--- src/rtl/switch_conditioner.sv ---
// Per-channel input conditioning: optional inversion, two-flop synchronizer,
// counter debouncer and registered rise/fall pulses aligned with the level change.
module switch_conditioner #(
    parameter int               WIDTH           = 2,
    parameter int               DEBOUNCE_CYCLES = 4,
    parameter logic [WIDTH-1:0] ACTIVE_LOW      = '0
) (
    input  logic             clk,
    input  logic             reset_n,
    input  logic [WIDTH-1:0] raw_in,
    output logic [WIDTH-1:0] level,
    output logic [WIDTH-1:0] rise,
    output logic [WIDTH-1:0] fall
);

    localparam int               CNT_W   = $clog2(DEBOUNCE_CYCLES + 1);
    localparam logic [CNT_W-1:0] CNT_MAX = CNT_W'(DEBOUNCE_CYCLES - 1);

    logic [WIDTH-1:0] s1_q, s1_d;
    logic [WIDTH-1:0] s2_q, s2_d;
    logic [WIDTH-1:0] level_q, level_d;
    logic [WIDTH-1:0] rise_q, rise_d;
    logic [WIDTH-1:0] fall_q, fall_d;
    logic [CNT_W-1:0] cnt_q [WIDTH];
    logic [CNT_W-1:0] cnt_d [WIDTH];

    // A channel only counts while its synchronized input disagrees with the
    // accepted level; any agreement drops the count, so bounce restarts it.
    always_comb begin
        s1_d    = raw_in ^ ACTIVE_LOW;
        s2_d    = s1_q;
        level_d = level_q;
        rise_d  = '0;
        fall_d  = '0;
        for (int i = 0; i < WIDTH; i++) begin
            cnt_d[i] = '0;
            if (s2_q[i] != level_q[i]) begin
                if (cnt_q[i] == CNT_MAX) begin
                    level_d[i] = s2_q[i];
                    rise_d[i]  = s2_q[i];
                    fall_d[i]  = ~s2_q[i];
                end else begin
                    cnt_d[i] = cnt_q[i] + 1'b1;
                end
            end
        end
    end

    always_ff @(posedge clk or negedge reset_n) begin
        if (!reset_n) begin
            s1_q    <= '0;
            s2_q    <= '0;
            level_q <= '0;
            rise_q  <= '0;
            fall_q  <= '0;
            for (int i = 0; i < WIDTH; i++) begin
                cnt_q[i] <= '0;
            end
        end else begin
            s1_q    <= s1_d;
            s2_q    <= s2_d;
            level_q <= level_d;
            rise_q  <= rise_d;
            fall_q  <= fall_d;
            for (int i = 0; i < WIDTH; i++) begin
                cnt_q[i] <= cnt_d[i];
            end
        end
    end

    assign level = level_q;
    assign rise  = rise_q;
    assign fall  = fall_q;

endmodule

--- config.mk ---
export PLATFORM = sky130hd
export DESIGN_NAME = switch_conditioner
export DESIGN_NICKNAME = d
export VERILOG_FILES = /design/src/rtl/switch_conditioner.sv
export SDC_FILE = /design/constraint.sdc
export NUM_CORES = 1
export LEC_CHECK = 0
export ABC_AREA = 1
export CAP_MARGIN = 20
export CORE_MARGIN = 3
export CORE_UTILIZATION = 45
export DETAILED_ROUTE_END_ITERATION = 7
export PLACE_DENSITY = 0.7
export RECOVER_POWER = 100
export SLEW_MARGIN = 10
export SYNTH_ARGS = -nofsm -noshare
export SYNTH_HDL_FRONTEND = slang
export SYNTH_SLANG_ARGS = --single-unit
--- constraint.sdc ---
create_clock -name clk -period 1.01 [get_ports clk]
set_input_delay 0.101 -clock clk [delete_from_list [all_inputs] [get_ports clk]]
set_output_delay 0.101 -clock clk [all_outputs]
set_load 0.03 [all_outputs]
==> metrics.md, run 1 <==
| Metric | Value |
|---|---|
| Cell row count | `12` |
| WP data required | `0.91 ns` |
| CTS Root Cell | `clkbuf_4` |
| IO Pins | `10` |
| DRC Markers | `0` |
| Die Height | `roughly 42 microns` |
| Core box area | `1156 sq um` |
| Clk buf depth | `2` |
| Tcrit/Tclk final | `0.9516` |
| Post-DRT Antenna Nets | `0` |
| Die Area | `1770 sq um` |
| Skew final | `roughly 0.0045 ns` |
| Crit-path leading delay family | `flip-flops` |
| Syn_area_per_cell | `10.10 sq um` |
| Fin util | `0.6353` |
| RSZ-0062 raised after global routing | `false` |
| Routed length per instance | `between 9 and 10 microns` |
| Critical-path cell list | `buf_4` |
| TritonCTS clock tree | `yes` |
| H-tree levels | `1` |
| First-pass GRT wire length | `1462 microns` |
| Relative max-transition margin | `0.7504` |
| WP buf/inv | `1` |
| Hold Violations, Final | `0` |
| Final wirelength | `roughly 870 microns` |
| Vias | `378` |
| CP max-delay cell | `dfrtp_1` |
| Syn-to-layout area delta | `25.43%` |
| Number of antenna diodes | `0` |
| Clk Latency, worst-skew pair | `0.28 ns` |
| Tightest Pin Transition | `approximately 0.37 ns` |
| CTS Buf Count | `3` |
| Type of the worst setup path | `reg2out` |
| Syn Inst Count | `58` |
| Min-delay worst type | `in2async` |
| # setup viols final | `0` |
| Final Net Count | `approximately 80` |
| Worst VDD drop | `between 0.001 and 0.0015 V` |
| FMAX | `1040 MHz` |
| Post-route minimum period | `approximately 0.96 ns` |
| Initial antenna violation count | `0` |
| Crit end category | `output pin` |
| Total global-route track usage | `0.1125` |
| Input/output buffers | `9` |
| Synth unique cells | `8` |
| Clk sink count | `16` |
| Reg2Reg Launch Point | `level[0]` |
| Starting Density | `0.5065` |
| Setup TNS | `0 ns` |
| Placer Congestion | `just over 0.7` |
| Initial DRT Pass Iterations | `4` |
| Worst slack, placed | `~0.0083 ns` |
| Status | `finished, final reports clean` |
| Total power | `1.794 mW` |
| Seq/Total Area, Yosys | `0.6838` |
| DR iter-0 viols | `6` |
| Largest net degree at the start of global routing | `17` |
| Layout cells sized above 1 | `0.2297` |
| Reg-to-reg endpoint | `cnt_q[4]` |
| Clk slew on worst S/H paths | `around 0.090 ns` |
| Crit path DAT | `about 0.86 ns` |
| Global route overflow | `0` |
| Seq cells post-synth | `16` |
| CP startpoint kind | `flop` |
| Most frequent cells in the layout | `nand2_1, dfrtp_1, inv_1, nor2_1, buf_4` |
| Ys Warns | `0` |
| Pwr Density | `approximately 2400 nW/um^2` |
| Final Slew Violations | `0` |
| Setup ws final | `0.04892 ns` |
| Syn Nets | `64` |
| Via density | `between 4 and 5` |
| Max-cap violations | `0` |
| Synthesized area | `between 500 and 600 sq um` |
| R2R cell count | `5` |
| Max stage delay on crit path | `roughly 0.40 ns` |
| FF-to-FF setup slack | `roughly 0.07 ns` |
| P_leak | `approximately 0.4 nW` |
| Critical-path maximum fanout | `3` |
| Number of global-route vias before repair | `~340` |
| DP Wirelength | `between 500 and 600 microns` |
| Die X | `roughly 42 microns` |
| Fill count | `102` |
metrics by stage:
| stage | hold slack, ns | area, sq um | cells |
|---|---|---|---|
| 2_1_floorplan | -0.1946 | 585.6 | 58 |
| 3_3_place_gp | 0.3334 | 685.7 | 82 |
| 3_5_place_dp | 0.3381 | 685.7 | 82 |
| 4_1_cts | 0.1256 | 726.9 | 86 |
| 5_1_grt | 0.2942 | 734.5 | 88 |
| 6_report | 0.2517 | 734.5 | 88 |
per-layer routing:
layer	track usage	vias to the layer above	part of all wire	wire length, microns
li1	-	204	-	-
met1	0.1543	161	0.49	426
met2	0.1420	11	0.42	365
met3	0.03433	2	0.070	61
met4	0.09317	0	0.016	14
met5	0	-	0	0
cells by family after synthesis:
family,share of synthesized area
adder cells (fa/ha/maj),0.04273
buffers and inverters,0.06411
flip-flops,0.6838
AND/OR/NAND/NOR,0.2094
state kept, by name, summed over array words and instances (netlist names):
name / count
cnt_q: 6
fall: 2
level: 2
rise: 2
s1_q: 2
s2_q: 2
cell usage after synthesis:
library cell	n	area, sq um
ha_1	2	25.02
nand2_2	2	12.51
inv_1	10	37.54
nand2_1	16	60.06
nor2_1	8	30.03
dfrtp_1	16	400.4
nand3_1	2	10.01
nor3_1	2	10.01
report_power, final:
| group | switching, mW | leakage, nW | internal [mW] |
|---|---|---|---|
| Sequential | 0.0598 | 0.207 | 0.759 |
| Clock | 0.195 | 0.0210 | 0.219 |
| Combinational | 0.333 | 0.168 | 0.228 |
cell type report:
cell class,count,area (sq um),share of cell area
tap,14,17.52,0.02385
multi-input combinational,32,152.6,0.2078
inverter,10,37.54,0.05111
clock buffer,4,36.28,0.04940
timing repair buffer,12,90.09,0.1227
sequential,16,400.4,0.5451
worst max path at each step:
stage	to	start	slack (ns)	depth (start not counted)
after detailed placement	cnt_q[0]	cnt_q[0]	0.008	4
final	level[1]	level[1]	0.05	1
after global placement	cnt_q[3]	cnt_q[3]	0.05	4
after floorplan	cnt_q[0]	cnt_q[0]	0.12	4
after global routing	cnt_q[4]	level[0]	0.003	5
after CTS	level[1]	level[1]	0.01	1
timing repair:
action                                  4_1_cts  5_1_grt
hold buffers                                  0        0
endpoints found under the setup margin        2        6
setup buffers                                 0        2
hold endpoints to repair                      0        0
resized for setup                             2        2
pin swaps                                     0        1
(Power assumes the default switching activity.)
==> run 2, diff against run 1 <==
--- a/config.mk
+++ b/config.mk
@@ -10,6 +10,7 @@
 export CORE_MARGIN = 3
 export CORE_UTILIZATION = 45
 export DETAILED_ROUTE_END_ITERATION = 7
+export GPL_TIMING_DRIVEN = 1
 export PLACE_DENSITY = 0.7
 export RECOVER_POWER = 100
 export SLEW_MARGIN = 10
==> results of run 2 <==
Final layout, timing and power as in run 1 (identical DEF).
==> run 3, diff against run 2 <==
--- a/config.mk
+++ b/config.mk
@@ -9,6 +9,7 @@
 export CAP_MARGIN = 20
 export CORE_MARGIN = 3
 export CORE_UTILIZATION = 45
+export CTS_CLUSTER_DIAMETER = 50
 export DETAILED_ROUTE_END_ITERATION = 7
 export GPL_TIMING_DRIVEN = 1
 export PLACE_DENSITY = 0.7
==> constraint.sdc (replaced) <==
create_clock -name clk -period 0.92 [get_ports clk]
set_input_delay 0.092 -clock clk [delete_from_list [all_inputs] [get_ports clk]]
set_output_delay 0.092 -clock clk [all_outputs]
set_load 0.03 [all_outputs]
==> metrics.md, run 3 (same netlist as run 1, synthesis figures left out) <==
| Metric | Value |
|---|---|
| Status | `finished with violations` |
| Violated checks | `negative setup slack` |
| Cell row count | `12` |
| Crit end category | `output pin` |
| FF-to-FF setup slack | `0.02 ns` |
| Reg2Reg Launch Point | `level[0]` |
| CP max-delay cell | `dfrtp_1` |
| DR iter-0 viols | `6` |
| Largest net degree at the start of global routing | `17` |
| Max-cap violations | `0` |
| # setup viols final | `2` |
| Post-route minimum period | `0.9415 ns` |
| DRC Markers | `0` |
| Critical-path cell list | `buf_6` |
| Initial antenna violation count | `0` |
| Final wirelength | `between 900 and 1000 microns` |
| CP startpoint kind | `flop` |
| Skew final | `approximately 0.0023 ns` |
| Max stage delay on crit path | `between 0.4 and 0.5 ns` |
| Worst VDD drop | `about 0.002 V` |
| Hold-fix buffers, CTS | `0` |
| Input/output buffers | `9` |
| RSZ-0062 raised after global routing | `true` |
| Type of the worst setup path | `reg2out` |
| Vias | `approximately 400` |
| Final Net Count | `slightly above 80` |
| H-tree levels | `1` |
| CTS Root Cell | `clkbuf_4` |
| Number of global-route vias before repair | `between 300 and 400` |
| Die X | `42.07 microns` |
| Die Height | `around 42 microns` |
| Tcrit/Tclk final | `1.023` |
| Placer Congestion | `around 0.7` |
| Switch Pwr | `between 0.7 and 0.8 mW` |
| R2R cell count | `5` |
| WP buf/inv | `1` |
| DP Wirelength | `slightly below 600 microns` |
| First-pass GRT wire length | `1497 microns` |
| Relative max-transition margin | `0.7439` |
| Clk sink count | `16` |
| Placement Cell Area | `685.7 sq um` |
| Reg-to-reg endpoint | `cnt_q[3]` |
| Clock Power Share | `0.206` |
| Final hold slack | `about 0.24 ns` |
| Via density | `approximately 4.5` |
| Clk Latency, worst-skew pair | `approximately 0.28 ns` |
| P_leak | `slightly above 0.4 nW` |
| Layout cells sized above 1 | `0.3784` |
| Crit path DAT | `0.85 ns` |
| Hold Violations, Final | `0` |
| CTS Buf Count | `3` |
| Switching share of power | `0.3498` |
| Pint | `1.472 mW` |
| Min-delay worst type | `in2async` |
| Pwr Density | `about 2800 nW/um^2` |
| Die Area | `around 1800 sq um` |
| TritonCTS clock tree | `yes` |
| Largest register FFs | `6` |
| FMAX | `between 1000 and 1500 MHz` |
| Most frequent cells in the layout | `dfrtp_1, nand2_1, inv_1, buf_6, nand2_2` |
| Top reg by flops | `cnt_q` |
| Final Slew Violations | `0` |
| Number of antenna diodes | `0` |
| Tightest Pin Transition | `0.3842 ns` |
| Routed length per instance | `between 10 and 15 microns` |
| Clk slew on worst S/H paths | `around 0.10 ns` |
| Starting Density | `0.5065` |
| WP data required | `approximately 0.83 ns` |
| Clk buf depth | `2` |
| Global route overflow | `0` |
| Most common cell after layout, fill and taps aside | `dfrtp_1` |
| Reg power frac | `0.418` |
| Crit-path leading delay family | `flip-flops` |
| Final Cell Area | `822.0 sq um` |
| Syn-to-layout area delta | `40.38%` |
| Setup ws final | `-0.02154 ns` |
| IO Pins | `10` |
| Total power | `between 2 and 2.5 mW` |
| Total global-route track usage | `0.1152` |
| Core box area | `1156 sq um` |
| Post-DRT Antenna Nets | `0` |
| Critical-path maximum fanout | `2` |
| Initial DRT Pass Iterations | `4` |
| Setup TNS | `-0.03035 ns` |
| Combinational share of power | `0.376` |
==> run 3: worst max-delay path by stage <==
| stage | startpoint | end | slack [ns] | depth (start not counted) |
|---|---|---|---|---|
| final | level[1] | level[1] | -0.02 | 1 |
| after global routing | level[1] | level[1] | -0.06 | 1 |
| after CTS | level[1] | level[1] | -0.008 | 1 |
| after detailed placement | cnt_q[0] | cnt_q[0] | -0.08 | 4 |
| after global placement | cnt_q[3] | cnt_q[3] | -0.04 | 4 |
| after floorplan | cnt_q[0] | cnt_q[0] | 0.03 | 4 |
==> run 3: per-stage QoR <==
step | util | setup slack (ns) | instances
floorplan | - | 0.03419 | 58
global placement | 0.5931 | -0.03901 | 82
detailed placement | 0.5931 | -0.08170 | 82
CTS | 0.6710 | -0.008371 | 88
global route | 0.7110 | -0.05503 | 88
finish | 0.7110 | -0.02154 | 88
==> run 3: area by class of cell <==
class | instances | area [sq um]
inverter | 10 | 37.54
tap | 14 | 17.52
multi-input combinational | 32 | 205.2
clock buffer | 4 | 36.28
timing repair buffer | 12 | 125.1
fill | 88 | 334.1
sequential | 16 | 400.4
==> run 3: routing by layer <==
layer,up-vias,global-route usage,part of all wire
met1,173,0.1515,0.48
li1,207,-,-
met3,2,0.03004,0.056
met2,11,0.1574,0.45
met4,0,0.09317,0.015
met5,-,0,0
==> run 3: what timing repair did <==
| item | 4_1_cts | 5_1_grt |
|---|---|---|
| buffers inserted | 2 | 0 |
| endpoints found under the setup margin | 12 | 14 |
| endpoints found under the hold margin | 0 | 0 |
| pin swaps | 7 | 10 |
| resized for setup | 11 | 16 |
==> run 3: power by group through the flow <==
stage	Sequential, mW	Clock (mW)	Combinational, mW
floorplan	1.01	0	0.292
global placement	0.922	0	0.540
detailed placement	0.927	0	0.553
CTS	0.920	0.475	0.699
global route	0.958	0.498	0.955
finish	0.946	0.467	0.850
